==> src/rtl/muldiv_seq_pkg.sv <==
// Shared definitions for the iterative multiply/divide sequencer:
// operation encodings and FSM state type.
package muldiv_seq_pkg;

  localparam logic OP_MULT = 1'b0;
  localparam logic OP_DIV  = 1'b1;

  typedef enum logic [2:0] {
    S_IDLE = 3'd0,
    S_MUL  = 3'd1,
    S_DIV  = 3'd2,
    S_FIX  = 3'd3,
    S_DONE = 3'd4
  } state_t;

endpackage

==> src/rtl/muldiv_seq.sv <==
// Iterative signed MULT/DIV sequencer: WIDTH-step shift-add multiply or
// restoring divide on magnitudes, sign fix-up, then HI/LO load enables.
module muldiv_seq
  import muldiv_seq_pkg::*;
#(
  parameter int WIDTH = 32,
  parameter int CNT_W = 6
) (
  input  logic             clk,
  input  logic             reset,
  input  logic             start,
  input  logic             op,
  input  logic [WIDTH-1:0] a,
  input  logic [WIDTH-1:0] b,
  output logic             busy,
  output logic             done,
  output logic             div_zero,
  output logic             hi_load,
  output logic             lo_load,
  output logic [WIDTH-1:0] hi_out,
  output logic [WIDTH-1:0] lo_out
);

  state_t state, state_n;

  logic [WIDTH-1:0] mag_a, mag_b;
  logic             sp, sr, is_div, zero_flag;
  logic [CNT_W-1:0] cnt;
  logic [WIDTH:0]   accp;   // P (multiply) or R (divide)
  logic [WIDTH-1:0] accq;   // M (multiply) or Q (divide)

  logic [WIDTH-1:0] a_mag, b_mag;
  assign a_mag = a[WIDTH-1] ? -a : a;
  assign b_mag = b[WIDTH-1] ? -b : b;

  // One adder serves both: P + |a| for MUL, shifted R - |b| for DIV.
  // For DIV, bit WIDTH+1 of the sum is the no-borrow flag (T >= 0).
  logic [WIDTH:0]   div_shift, add_x, add_y, p_sum;
  logic             add_cin;
  logic [WIDTH+1:0] add_sum;

  assign div_shift = {accp[WIDTH-1:0], accq[WIDTH-1]};

  always_comb begin
    add_x   = accp;
    add_y   = {1'b0, mag_a};
    add_cin = 1'b0;
    if (state == S_DIV) begin
      add_x   = div_shift;
      add_y   = ~{1'b0, mag_b};
      add_cin = 1'b1;
    end
  end

  assign add_sum = {1'b0, add_x} + {1'b0, add_y} + {{(WIDTH+1){1'b0}}, add_cin};
  assign p_sum   = accq[0] ? add_sum[WIDTH:0] : accp;

  logic [2*WIDTH-1:0] prod, prod_fix;
  logic [WIDTH-1:0]   quo_fix, rem_fix;
  assign prod     = {accp[WIDTH-1:0], accq};
  assign prod_fix = sp ? -prod : prod;
  assign quo_fix  = sp ? -accq : accq;
  assign rem_fix  = sr ? -accp[WIDTH-1:0] : accp[WIDTH-1:0];

  always_ff @(posedge clk or posedge reset) begin
    if (reset) state <= S_IDLE;
    else       state <= state_n;
  end

  always_comb begin
    state_n = state;
    case (state)
      S_IDLE:
        if (start) begin
          if (op == OP_MULT)     state_n = S_MUL;
          else if (b == '0)      state_n = S_DONE;
          else                   state_n = S_DIV;
        end
      S_MUL, S_DIV:
        if (cnt == CNT_W'(1)) state_n = S_FIX;
      S_FIX:   state_n = S_DONE;
      S_DONE:  state_n = S_IDLE;
      default: state_n = S_IDLE;
    endcase
  end

  always_ff @(posedge clk or posedge reset) begin
    if (reset) begin
      mag_a     <= '0;
      mag_b     <= '0;
      sp        <= 1'b0;
      sr        <= 1'b0;
      is_div    <= 1'b0;
      zero_flag <= 1'b0;
      cnt       <= '0;
      accp      <= '0;
      accq      <= '0;
      hi_out    <= '0;
      lo_out    <= '0;
    end else begin
      case (state)
        S_IDLE:
          if (start) begin
            mag_a     <= a_mag;
            mag_b     <= b_mag;
            sp        <= a[WIDTH-1] ^ b[WIDTH-1];
            sr        <= a[WIDTH-1];
            is_div    <= (op == OP_DIV);
            zero_flag <= (op == OP_DIV) && (b == '0);
            cnt       <= CNT_W'(WIDTH);
            accp      <= '0;
            accq      <= (op == OP_DIV) ? a_mag : b_mag;
          end
        S_MUL: begin
          accp <= {1'b0, p_sum[WIDTH:1]};
          accq <= {p_sum[0], accq[WIDTH-1:1]};
          cnt  <= cnt - CNT_W'(1);
        end
        S_DIV: begin
          if (add_sum[WIDTH+1]) begin
            accp <= add_sum[WIDTH:0];
            accq <= {accq[WIDTH-2:0], 1'b1};
          end else begin
            accp <= div_shift;
            accq <= {accq[WIDTH-2:0], 1'b0};
          end
          cnt <= cnt - CNT_W'(1);
        end
        S_FIX: begin
          hi_out <= is_div ? rem_fix : prod_fix[2*WIDTH-1:WIDTH];
          lo_out <= is_div ? quo_fix : prod_fix[WIDTH-1:0];
        end
        default: ;
      endcase
    end
  end

  assign busy     = (state != S_IDLE);
  assign done     = (state == S_DONE);
  assign div_zero = done && zero_flag;
  assign hi_load  = done && !zero_flag;
  assign lo_load  = done && !zero_flag;

endmodule

==> config.mk <==
export PLATFORM = sky130hd
export DESIGN_NAME = muldiv_seq
export DESIGN_NICKNAME = d
export VERILOG_FILES = /design/src/rtl/muldiv_seq_pkg.sv /design/src/rtl/muldiv_seq.sv
export SDC_FILE = /design/constraint.sdc
export NUM_CORES = 1
export LEC_CHECK = 0
export ABC_CLOCK_PERIOD_IN_PS = 8310
export BUFFER_PORTS_ARGS = -buffer_cell sky130_fd_sc_hd__buf_2
export CAP_MARGIN = 10
export CORE_UTILIZATION = 50
export CTS_CLUSTER_SIZE = 25
export DETAILED_ROUTE_END_ITERATION = 10
export PLACE_DENSITY_LB_ADDON = 0.25
export SYNTH_ARGS = -nofsm -noshare
export SYNTH_HDL_FRONTEND = slang
export SYNTH_SLANG_ARGS = --single-unit
==> constraint.sdc <==
create_clock -name clk -period 8.31 [get_ports clk]
set_clock_uncertainty 0.05 [all_clocks]
set_input_delay 2.0775 -clock clk [delete_from_list [all_inputs] [get_ports clk]]
set_output_delay 2.0775 -clock clk [all_outputs]
set_load 0.005 [all_outputs]
---- Yosys cells after proc, flatten, opt, wreduce, memory -nomap -nowiden ----
Cells that the tools add are included.
storage, ports and cells
  word-level logic and storage cells ...... 68
  flip-flop bits (word level) ............. 206
  output and inout port bits .............. 69
  bits of input ports ..................... 68
operators by class
  equality and inequality tests ........... 7
  muxes and demuxes ....................... 25
  $add $sub $neg .......................... 8
  reduce and logical (&&, ||, !) cells .... 14
  bitwise operators ....................... 2
operators by type and width
  operator                                              count
  2-to-1 mux 32 bit                                     8
  2-to-1 mux 33 bit                                     5
  negator 32 bit                                        4
  one-hot mux 33 bit (3 select lines)                   1
  one-hot mux 32 bit (3 select lines)                   1
  2-to-1 mux 64 bit                                     1
  negator 64 bit                                        1
  adder 33 x 33 -> 34 bit                               1
  adder 34 x 1 -> 34 bit                                1
  inverter 32 -> 33 bit                                 1
  logical NOT 32 bit                                    1
  2-to-1 mux 3 bit                                      4
  one-hot mux 6 bit (2 select lines)                    1
  one-hot mux 3 bit (3 select lines)                    1
  AND reduction 2 bit                                   4
  equality test 3 x 2 -> 1 bit (second input constant)  2
  equality test 6 x 1 -> 1 bit (second input constant)  1
  2-to-1 mux 6 bit                                      1
  nonzero test 3 bit                                    2
  subtractor 6 x 1 -> 6 bit (second input constant)     1
  equality test 3 x 1 -> 1 bit (second input constant)  1
  equality test 3 bit (second input constant)           1
  logical AND 1 bit                                     3
  logical NOT 3 bit                                     1
  other kinds (7)                                       8

---- Depth between registers and ports, before layout ----
Gate-level depths: netlist of the first run.
  word-level depth ........................ 6
  gate-level depth with buffers ........... 20

---- Worst setup path before layout of the first run ----
OpenSTA, ideal clock, no wires.
  path kind ............................... reg-to-reg
  from .................................... register state[1]
  to ...................................... register accp[28]
  required time ........................... 8.134 ns
  cell stages (with the launch flop) ...... 21
  arrival time ............................ 4.670 ns
  path slack .............................. 3.464 ns
  period minus slack after synthesis ...... 4.846 ns
  cells stage by stage .................... dfrtp_1 > clkbuf_1 > or3b_2 > inv_1 > clkbuf_1 > buf_1 > buf_1 > nand2_1 > o21ai_0 > fa_1 > inv_1 > fa_1 > nand2b_1 > a21oi_1 > o21ai_0 > o21ai_0 > a21oi_1 > o31a_1 > xnor2_1 > and3_1 > o32a_1
on the way
  cells in the longest elaborated chain, start to end .. 6
  elaborated cells on any way between the ends .. 14
ends and longest elaborated chain
  what                                         RTL line                             source
  from (decl)                                  muldiv_seq.sv:24                     state_t state, state_n;
  from (signal assigned)                       muldiv_seq.sv:67                     else state <= state_n;
  equality test 3 x 2 -> 1 bit                 muldiv_seq.sv:48, muldiv_seq.sv:101
  2-to-1 mux 33 bit                            muldiv_seq.sv:48                     if (state == S_DIV) begin
  adder 33 x 33 -> 34 bit                      muldiv_seq.sv:55                     assign add_sum = {1'b0, add_x} + {1'b0, add_y} + {{(WIDTH+1){1'b0}}, add_cin};
  adder 34 x 1 -> 34 bit                       muldiv_seq.sv:55
  2-to-1 mux 33 bit, on equally long branches  muldiv_seq.sv:120, muldiv_seq.sv:56
  one-hot mux 33 bit (3 select lines)          muldiv_seq.sv:101                    case (state)
  to (signal assigned)                         muldiv_seq.sv:115                    accp <= {1'b0, p_sum[WIDTH:1]};
  to (signal assigned)                         muldiv_seq.sv:121                    accp <= add_sum[WIDTH:0];
  to (signal assigned)                         muldiv_seq.sv:124                    accp <= div_shift;
  to (decl)                                    muldiv_seq.sv:29                     logic [WIDTH:0] accp;
Several ways; a longest one is shown, not always the timed one.
A chain may end at the register's enable or synchronous reset.

---- Worst setup path after layout of the first run ----
  from .................................... register state[1]
  to ...................................... register accp[8]
Same word-level chain as after synthesis.

==> results of run 1 <==
==> synth_stat cells, types with 15 or more instances <==
cell and n:
o21ai_0 245, clkbuf_1 123, buf_1 15, o31ai_1 26, xnor2_1 69, mux2i_1 51, a22oi_1 16, o221ai_1 21
o41ai_1 16, ha_1 37, dfrtp_1 206, xor2_1 85, nor3_1 25, nor2_1 86, nor4_1 15, inv_1 27
nand3_1 16, nand2_1 409, a21oi_1 92
==> routing by layer <==
layer | vias to the layer above | wire length [um] | GRT usage, %
li1 | 6347 | - | -
met5 | - | 0 | 0
met3 | 49 | 2850 | 4.02
met1 | 6151 | 19800 | 42.3
met2 | 485 | 17400 | 42.9
met4 | 0 | 870 | 6.70
==> layout by cell type (no fill, tap or decap), types with 10 or more instances in the layout <==
master and count:
nor2_1 85, a22oi_1 16, nand2_1 408, a221oi_1 13
inv_1 25, o41ai_1 16, or4_1 12, o221ai_1 21
o31ai_1 26, dfrtp_1 206, xnor2_1 69, a31oi_1 13
ha_1 37, o21ai_0 244, or3_1 12, xor2_1 85
nand4_1 12, mux2i_1 51, nand2b_1 10, a21oi_1 92
clkbuf_16 23, nor2b_1 11, nand3_1 16, nor3_1 25
o211ai_1 12, nor4_1 15, buf_2 136, buf_4 18
==> flip-flops by register name, summed over array words and instances (netlist names) <==
name       count
accq          32
lo_out        32
mag_a         32
cnt            6
sr             1
state          3
sp             1
zero_flag      1
hi_out        32
is_div         1
mag_b         32
accp          33
==> report_power, final <==
part	internal [W]	total (W)	switching, W
registers	0.00149	0.00205	0.000564
clock network	0.000695	0.00112	0.000426
logic	0.00170	0.00448	0.00278
==> worst max-delay path: stages (launching register included) <==
cell      delay (ps)
dfrtp_1          460
or3b_4           630
buf_4            680
o21ai_0          200
ha_1             450
nand4_1          220
nor4_1           430
nand2_1           90
o211a_1          300
o21a_1           240
o21ai_4          820
buf_4            350
mux2i_1          240
o221ai_1         140
==> how the worst max path moves through the flow <==
stage,end,slack [ps],cells past startpoint
global route,accp[8]$_DFFE_PP0P_,2380,13
CTS,accp[8]$_DFFE_PP0P_,2790,13
detailed placement,accp[8]$_DFFE_PP0P_,2820,13
global placement,accp[8]$_DFFE_PP0P_,3050,13
floorplan,accp[0]$_DFFE_PP0P_,560,1
finish,accp[8]$_DFFE_PP0P_,2750,13
==> cell type report <==
| class | instances | area [sq um] |
|---|---|---|
| sequential | 206 | 5150 |
| clock buffer | 34 | 687 |
| timing repair buffer | 154 | 816 |
| fill | 2668 | 12000 |
| inverter | 28 | 113 |
| clock inverter | 8 | 146 |
| tap | 378 | 473 |
| multi-input combinational | 1406 | 8360 |
==> kinds of logic after synthesis <==
logic type / after synthesis / share of synthesized area (%)
buf+inv: 172 / 4.63
flops: 206 / 36.4
fa+ha+maj: 39 / 3.55
mux: 53 / 3.77
compound gates: 518 / 22.3
xor+xnor: 154 / 9.53
simple gates: 642 / 19.8
==> stage by stage <==
| step | setup slack [ps] | instance area (sq um) | power [W] | std cells | hold WS (ps) |
|---|---|---|---|---|---|
| final | 2750 | 15800 | 0.00765 | 2214 | 416 |
| after global routing | 2380 | 15800 | 0.00826 | 2214 | 438 |
| after floorplan | 558 | 14100 | 0.00519 | 1784 | 390 |
| after detailed placement | 2820 | 14900 | 0.00645 | 2171 | 407 |
| after CTS | 2790 | 15700 | 0.00759 | 2213 | 421 |
| after global placement | 3050 | 14900 | 0.00637 | 2171 | 403 |
==> impl_metrics.json, run 1 <==
{
  "cts.sinks": 206,
  "ys_warn_count": 0,
  "maxCapViolCount": 0,
  "synthFlopType": "dfrtp_1",
  "postSynthCellCount": 1784,
  "yosysUniqueCellTypes": 68,
  "fp.dieH_um": 170,
  "worstMarginPinSlew_ps": 1040,
  "outcome": "complete, no violations",
  "nNetsFinal": 1926,
  "worstSkewPairLatency_ps": 530,
  "dieArea_sq_um": 29000,
  "syn_nets": 1891,
  "vias": 13000,
  "yosys.area.top_type": "dfrtp_1",
  "leakage_nw": 7.05,
  "postCtsHoldBufs": 0,
  "cts_buffers": 23,
  "clock_path_buffers": 3,
  "place_congestion": 0.933,
  "power_density_nw_per_um2": 486,
  "grt_max_degree": 115,
  "ioPinCount": 137,
  "synth_seq_cells": 206,
  "crit_path_end_kind": "register",
  "syn_area_per_cell_sq_um": 7.93,
  "grt_pass1_wl_um": 64700,
  "hold_viol": 0,
  "wl_per_cell_um": 18.5,
  "fin_crit_ps": 5560,
  "drive_gt1_share_pct": 11.4,
  "area_growth_pct": 11.3,
  "initial_core_util_pct": 50.9,
  "tns_ps": 0,
  "grt.total_usage_pct": 28.3,
  "worstHoldPathCells": 2,
  "grt_pass1_vias": 11700,
  "placementRows": 61,
  "peakVddDrop_mv": 0.227,
  "synthArstFlopShare_pct": 100,
  "coreArea_sq_um": 27800,
  "min_from": "mag_b[9]$_DFFE_PP0P_",
  "critPathLaunch": "state[1]$_DFFE_PP0P_",
  "finalSetupViolCount": 0,
  "worstHoldEndpoint": "mag_b[9]$_DFFE_PP0P_",
  "reg2reg_depth": 13,
  "synth_area_leaders": "dfrtp_1, nand2_1, o21ai_0",
  "cp_max_fo": 72,
  "yosysTopAreaCellShare_pct": 36.4,
  "die_x_um": 170,
  "cp-start-kind": "register",
  "syn-cell-area_sq_um": 14100,
  "criticalPathCategory": "reg -> reg",
  "cts_tree": "done",
  "required_ps": 8630,
  "cp.arrival_ps": 5880,
  "fin_crit_sh_pct": 66.9,
  "ant_nets": 0,
  "timing.slew.headroom_pct": 30.6,
  "cts_setup_buffers": 0,
  "r2r_start": "state[1]$_DFFE_PP0P_",
  "io_buffers": 136,
  "firstDrtPassIters": 6,
  "clk_pin_slew_ps": 60,
  "hpwlAfterDp_um": 30400,
  "root_buffer": "clkbuf_16",
  "synth_edf_count": 0,
  "initialDrtViolationCount": 1135,
  "r2r-end": "accp[8]$_DFFE_PP0P_",
  "hp-class": "reg -> reg",
  "rsz0062_at_grt": "false",
  "routed_wl_um": 40900,
  "fmax_mhz": 180,
  "slew_violations": 0,
  "drc": 0,
  "final_util_pct": 56.7,
  "drt-vias-per-instance": 5.89,
  "htreeDepth": 1,
  "ctsResizeCount": 0,
  "timing.reg2reg.setup_slack_ps": 2750,
  "synth-seq-area-share_pct": 36.4,
  "antenna_found_initial": 0,
  "n_antenna_cell": 0,
  "grt-ovfl-total": 0
}
Power figures use the tool's default switching activity.
==> inputs of run 2 (changes only) <==
- ABC_CLOCK_PERIOD_IN_PS: 8310 -> 5690
- clock period: 8.31 -> 5.69 ns (I/O delays scaled with it)
==> impl_metrics.json, run 2 (synthesized netlist as in run 1, its figures left out) <==
{
  "largest-register": "accp",
  "clk_pin_slew_ps": 60,
  "cp-start-kind": "register",
  "met1_usage_pct": 43.0,
  "worstSkewPairLatency_ps": 540,
  "grt_max_degree": 135,
  "area_growth_pct": 11.6,
  "final_common_cell": "nand2_1",
  "maxCapViolCount": 0,
  "fin_crit_sh_pct": 85.8,
  "hpwlAfterDp_um": 31000,
  "met2_usage_pct": 42.6,
  "fin_cells": 2216,
  "power_density_nw_per_um2": 711,
  "drt-vias-per-instance": 5.92,
  "total_power_w": 0.0112,
  "crit_path_end_kind": "register",
  "fin_crit_ps": 4880,
  "largest_register_ffs": 33,
  "busiest_layer": "met1",
  "crit_path_max_incr_delay_ps": 490,
  "ioPinCount": 137,
  "timing.slew.headroom_pct": 19.9,
  "finalSetupViolCount": 0,
  "cts.sinks": 206,
  "cp.buffers_inverters": 3,
  "outcome": "complete, no violations",
  "postCtsHoldBufs": 0,
  "fp.dieH_um": 170,
  "vias": 13100,
  "initialDrtViolationCount": 1372,
  "root_buffer": "clkbuf_16",
  "fmax_mhz": 205,
  "routed_wl_um": 41900,
  "cpMostUsedCell": "nand2_1",
  "nNetsFinal": 1931,
  "place_congestion": 0.886,
  "clock_path_buffers": 3,
  "hold_ws_ps": 420,
  "cts_buffers": 24,
  "worstMarginPinSlew_ps": 1200,
  "cpMaxStageDelayCell": "buf_4",
  "required_ps": 6010,
  "dieArea_sq_um": 29000,
  "cts_tree": "done",
  "grt-ovfl-total": 0,
  "leakage_nw": 7.06,
  "cp_max_fo": 29,
  "cts_setup_buffers": 0,
  "initial_core_util_pct": 50.9,
  "final_util_pct": 56.9,
  "firstDrtPassIters": 6,
  "rsz0062_at_grt": "false",
  "ant_nets": 0,
  "slew_violations": 0,
  "drc": 0,
  "crit_family": "simple AND/OR/NAND/NOR gates",
  "grt_util_met3_pct": 3.95,
  "placementRows": 61,
  "peakVddDrop_mv": 0.330,
  "n_antenna_cell": 0,
  "criticalPathCategory": "reg -> reg",
  "drive_gt1_share_pct": 11.8,
  "wl_per_cell_um": 18.9,
  "grt_pass1_wl_um": 65500,
  "hp-class": "reg -> reg",
  "crit_path_cell_trace": "or3b_4 -> inv_2 -> buf_4 -> nand2_1 -> nand2_1 -> ha_1 -> nand4_1 -> nor4_1 -> nand2_1 -> o211a_1 -> o21a_1 -> o21ai_4 -> buf_4 -> mux2i_1 -> o221ai_1",
  "htreeDepth": 1,
  "die_x_um": 170,
  "ctsResizeCount": 0,
  "grt.total_usage_pct": 28.8,
  "grt_pass1_vias": 11700,
  "cp.arrival_ps": 5200,
  "hold_viol": 0,
  "final_cell_mix": "nand2_1, o21ai_0, dfrtp_1",
  "io_buffers": 136,
  "dp.cells": 2176,
  "tns_ps": 0,
  "antenna_found_initial": 0,
  "coreArea_sq_um": 27800
}
run 2: cell count changes in the layout (fill, tap and decap cells not counted), moves of 3 or more:
cell | previous run | this run
clkbuf_8 | 7 | 4
clkinvlp_4 | 1 | 4
buf_4 | 18 | 21
clkbuf_1 | 4 | 1
run 2: per-stage QoR:
step	setup WS [ps]	cell area, sq um
floorplan	844	14200
global placement	1070	15000
detailed placement	900	15000
CTS	865	15800
global route	595	15800
finish	809	15800
run 2: layout make-up:
class | count | area, sq um
Tap cell | 378 | 473
Clock buffer | 29 | 659
Sequential cell | 206 | 5150
Timing Repair Buffer | 158 | 858
Fill cell | 2675 | 12000
Multi-Input combinational cell | 1406 | 8370
Clock inverter | 11 | 174
Inverter | 28 | 109
run 2: worst reg2reg max path: stages, from the launching register on:
cell	delay [ps]
dfrtp_1	470
or3b_4	470
inv_2	410
buf_4	320
nand2_1	100
nand2_1	100
ha_1	270
nand4_1	200
nor4_1	390
nand2_1	90
o211a_1	330
o21a_1	260
o21ai_4	320
buf_4	490
mux2i_1	290
o221ai_1	140
run 2: where the power goes:
group / switching (W) / total [W] / internal (W)
logic: 0.00412 / 0.00662 / 0.00249
clock network: 0.000639 / 0.00164 / 0.00100
registers: 0.000799 / 0.00297 / 0.00217
run 2: worst paths after layout:
kind | slack, ps | endpoint | start | cells after the start
min reg2reg | 420 | hi_out[12]$_DFFE_PP0P_ | hi_out[12]$_DFFE_PP0P_ | 2
max | 810 | accp[14]$_DFFE_PP0P_ | state[0]$_DFFE_PP0P_ | 15
max in group asynchronous | 3410 | mag_b[4]$_DFFE_PP0P_ | reset | 3
min in group asynchronous | 990 | lo_out[23]$_DFFE_PP0P_ | reset | 2
max reg2reg | 810 | accp[14]$_DFFE_PP0P_ | state[0]$_DFFE_PP0P_ | 15
min | 420 | hi_out[12]$_DFFE_PP0P_ | hi_out[12]$_DFFE_PP0P_ | 2
run 2: layer usage:
| layer | share of wire [%] | vias to the layer above | routed length, um |
|---|---|---|---|
| met5 | 0 | - | 0 |
| met4 | 3.0 | 0 | 1270 |
| met3 | 8.4 | 55 | 3530 |
| met2 | 43 | 562 | 17800 |
| met1 | 46 | 6160 | 19300 |
| li1 | - | 6346 | - |
==> inputs of run 3 (changes only) <==
--- a/config.mk
+++ b/config.mk
@@ -7,9 +7,9 @@
 export LEC_CHECK = 0
 export ABC_CLOCK_PERIOD_IN_PS = 5690
-export BUFFER_PORTS_ARGS = -buffer_cell sky130_fd_sc_hd__buf_2
 export CAP_MARGIN = 10
 export CORE_UTILIZATION = 50
 export CTS_CLUSTER_SIZE = 25
 export DETAILED_ROUTE_END_ITERATION = 10
+export DONT_BUFFER_PORTS = 1
 export PLACE_DENSITY_LB_ADDON = 0.25
 export SYNTH_ARGS = -nofsm -noshare
--- a/constraint.sdc
+++ b/constraint.sdc
@@ -3,3 +3,3 @@
 set_input_delay 1.4225 -clock clk [delete_from_list [all_inputs] [get_ports clk]]
 set_output_delay 1.4225 -clock clk [all_outputs]
-set_load 0.005 [all_outputs]
+set_load 0.05 [all_outputs]
==> impl_metrics.json, run 3 (synthesized netlist as in run 1, its figures left out) <==
{
  "outcome": "complete, no violations",
  "cpMostUsedCell": "o21ai_0",
  "crit_path_end_kind": "register",
  "clk_pin_slew_ps": 60,
  "maxCapViolCount": 0,
  "grt_pass1_wl_um": 63000,
  "criticalPathCategory": "reg -> reg",
  "cp-start-kind": "register",
  "busiest_layer": "met1",
  "timing.slew.headroom_pct": 18.1,
  "crit_family": "compound AO/OA/AOI/OAI gates",
  "hold_viol": 0,
  "cp.buffers_inverters": 2,
  "tns_ps": 0,
  "r2r-end": "accp[28]$_DFFE_PP0P_",
  "grt_max_degree": 171,
  "io_buffers": 0,
  "dp.cells": 2038,
  "cts.sinks": 206,
  "fin_crit_ps": 4600,
  "antenna_found_initial": 0,
  "crit_path_max_incr_delay_ps": 580,
  "area_growth_pct": 7.09,
  "worstSkewPairLatency_ps": 520,
  "r2r_start": "state[0]$_DFFE_PP0P_",
  "ant_nets": 0,
  "crit_path_cell_trace": "or3b_4 -> inv_2 -> nand2_1 -> o21ai_0 -> fa_1 -> inv_1 -> fa_1 -> nand2b_1 -> a21oi_1 -> o21ai_0 -> o21ai_0 -> a21oi_1 -> o31a_1 -> xnor2_1 -> and3_1 -> o32a_1",
  "wl_per_cell_um": 19.3,
  "min_from": "mag_b[3]$_DFFE_PP0P_",
  "hpwlAfterDp_um": 29800,
  "vias": 12500,
  "largest_register_ffs": 33,
  "final_common_cell": "nand2_1",
  "worstHoldPathCells": 2,
  "slew_violations": 0,
  "cp_max_fo": 24,
  "ctsResizeCount": 0,
  "initial_core_util_pct": 50.9,
  "worstHoldEndpoint": "mag_b[3]$_DFFE_PP0P_",
  "met2_usage_pct": 40.9,
  "n_antenna_cell": 0,
  "drt-vias-per-instance": 6.01,
  "grt-ovfl-total": 0,
  "cts_setup_buffers": 0,
  "routed_wl_um": 40100,
  "fp.dieH_um": 170,
  "fin_crit_sh_pct": 80.9,
  "nNetsFinal": 1793,
  "grt_pass1_vias": 11400,
  "timing.reg2reg.setup_slack_ps": 1090,
  "fmax_mhz": 217,
  "clock_path_buffers": 3,
  "finalSetupViolCount": 0,
  "placementRows": 61,
  "cp.arrival_ps": 4950,
  "hp-class": "reg -> reg",
  "ioPinCount": 137,
  "cts_buffers": 24,
  "final_cell_mix": "nand2_1, o21ai_0, dfrtp_1",
  "reg2reg_depth": 16,
  "die_x_um": 170,
  "rsz0062_at_grt": "false",
  "fin_ws_ps": 1090,
  "cts_tree": "done",
  "worstMarginPinSlew_ps": 1230,
  "dieArea_sq_um": 29000,
  "coreArea_sq_um": 27800,
  "largest-register": "accp",
  "cpMaxStageDelayCell": "or3b_4",
  "required_ps": 6040,
  "drc": 0,
  "dp_worst_setup_slack_ps": 1110,
  "htreeDepth": 1,
  "drive_gt1_share_pct": 4.64,
  "postCtsHoldBufs": 0,
  "initialDrtViolationCount": 1178,
  "grt.total_usage_pct": 27.6,
  "root_buffer": "clkbuf_16",
  "place_congestion": 0.926,
  "firstDrtPassIters": 6,
  "fin_cells": 2081,
  "grt_util_met3_pct": 3.93,
  "met1_usage_pct": 41.8
}
[run 3: area by class of cell]
type,instances,area [sq um]
timing repair buffer,20,175
clock inverter,9,156
sequential,206,5150
clock buffer,34,719
fill,2640,12600
tap,378,473
inverter,28,109
multi-input combinational,1406,8370
[run 3: how the worst max path moves through the flow]
| stage | from | endpoint | slack [ps] | cells past startpoint |
|---|---|---|---|---|
| 6_report | state[0]$_DFFE_PP0P_ | accp[28]$_DFFE_PP0P_ | 1090 | 16 |
| 5_1_grt | state[0]$_DFFE_PP0P_ | accp[8]$_DFFE_PP0P_ | 750 | 15 |
| 4_1_cts | state[0]$_DFFE_PP0P_ | accp[28]$_DFFE_PP0P_ | 1090 | 16 |
| 3_5_place_dp | state[0]$_DFFE_PP0P_ | accp[28]$_DFFE_PP0P_ | 1110 | 16 |
| 3_3_place_gp | state[0]$_DFFE_PP0P_ | accp[28]$_DFFE_PP0P_ | 1230 | 16 |
| 2_1_floorplan | state[1]$_DFFE_PP0P_ | accp[28]$_DFFE_PP0P_ | 840 | 20 |
[run 3: tightest hold or removal path: stages (launching register included)]
cell and delay [ps]:
dfrtp_1 340, nand2_1 50, nand2_1 50
[run 3: per-stage QoR]
step / hold slack [ps] / utilization [%] / cell area (sq um)
floorplan: 390 / - / 14200
global placement: 402 / 51.4 / 14300
detailed placement: 407 / 51.4 / 14300
CTS: 422 / 54.5 / 15200
global route: 434 / 54.5 / 15200
finish: 416 / 54.5 / 15200
[run 3: metal layers]
| layer | wire (um) | share of wire [%] |
|---|---|---|
| met5 | 0 | 0 |
| met4 | 992 | 2.5 |
| met3 | 2950 | 7.4 |
| met2 | 17000 | 42 |
| met1 | 19100 | 48 |
Power of run 3 is not shown: default switching activity piles up to over one toggle a cycle in this logic, so the estimate is an artifact.
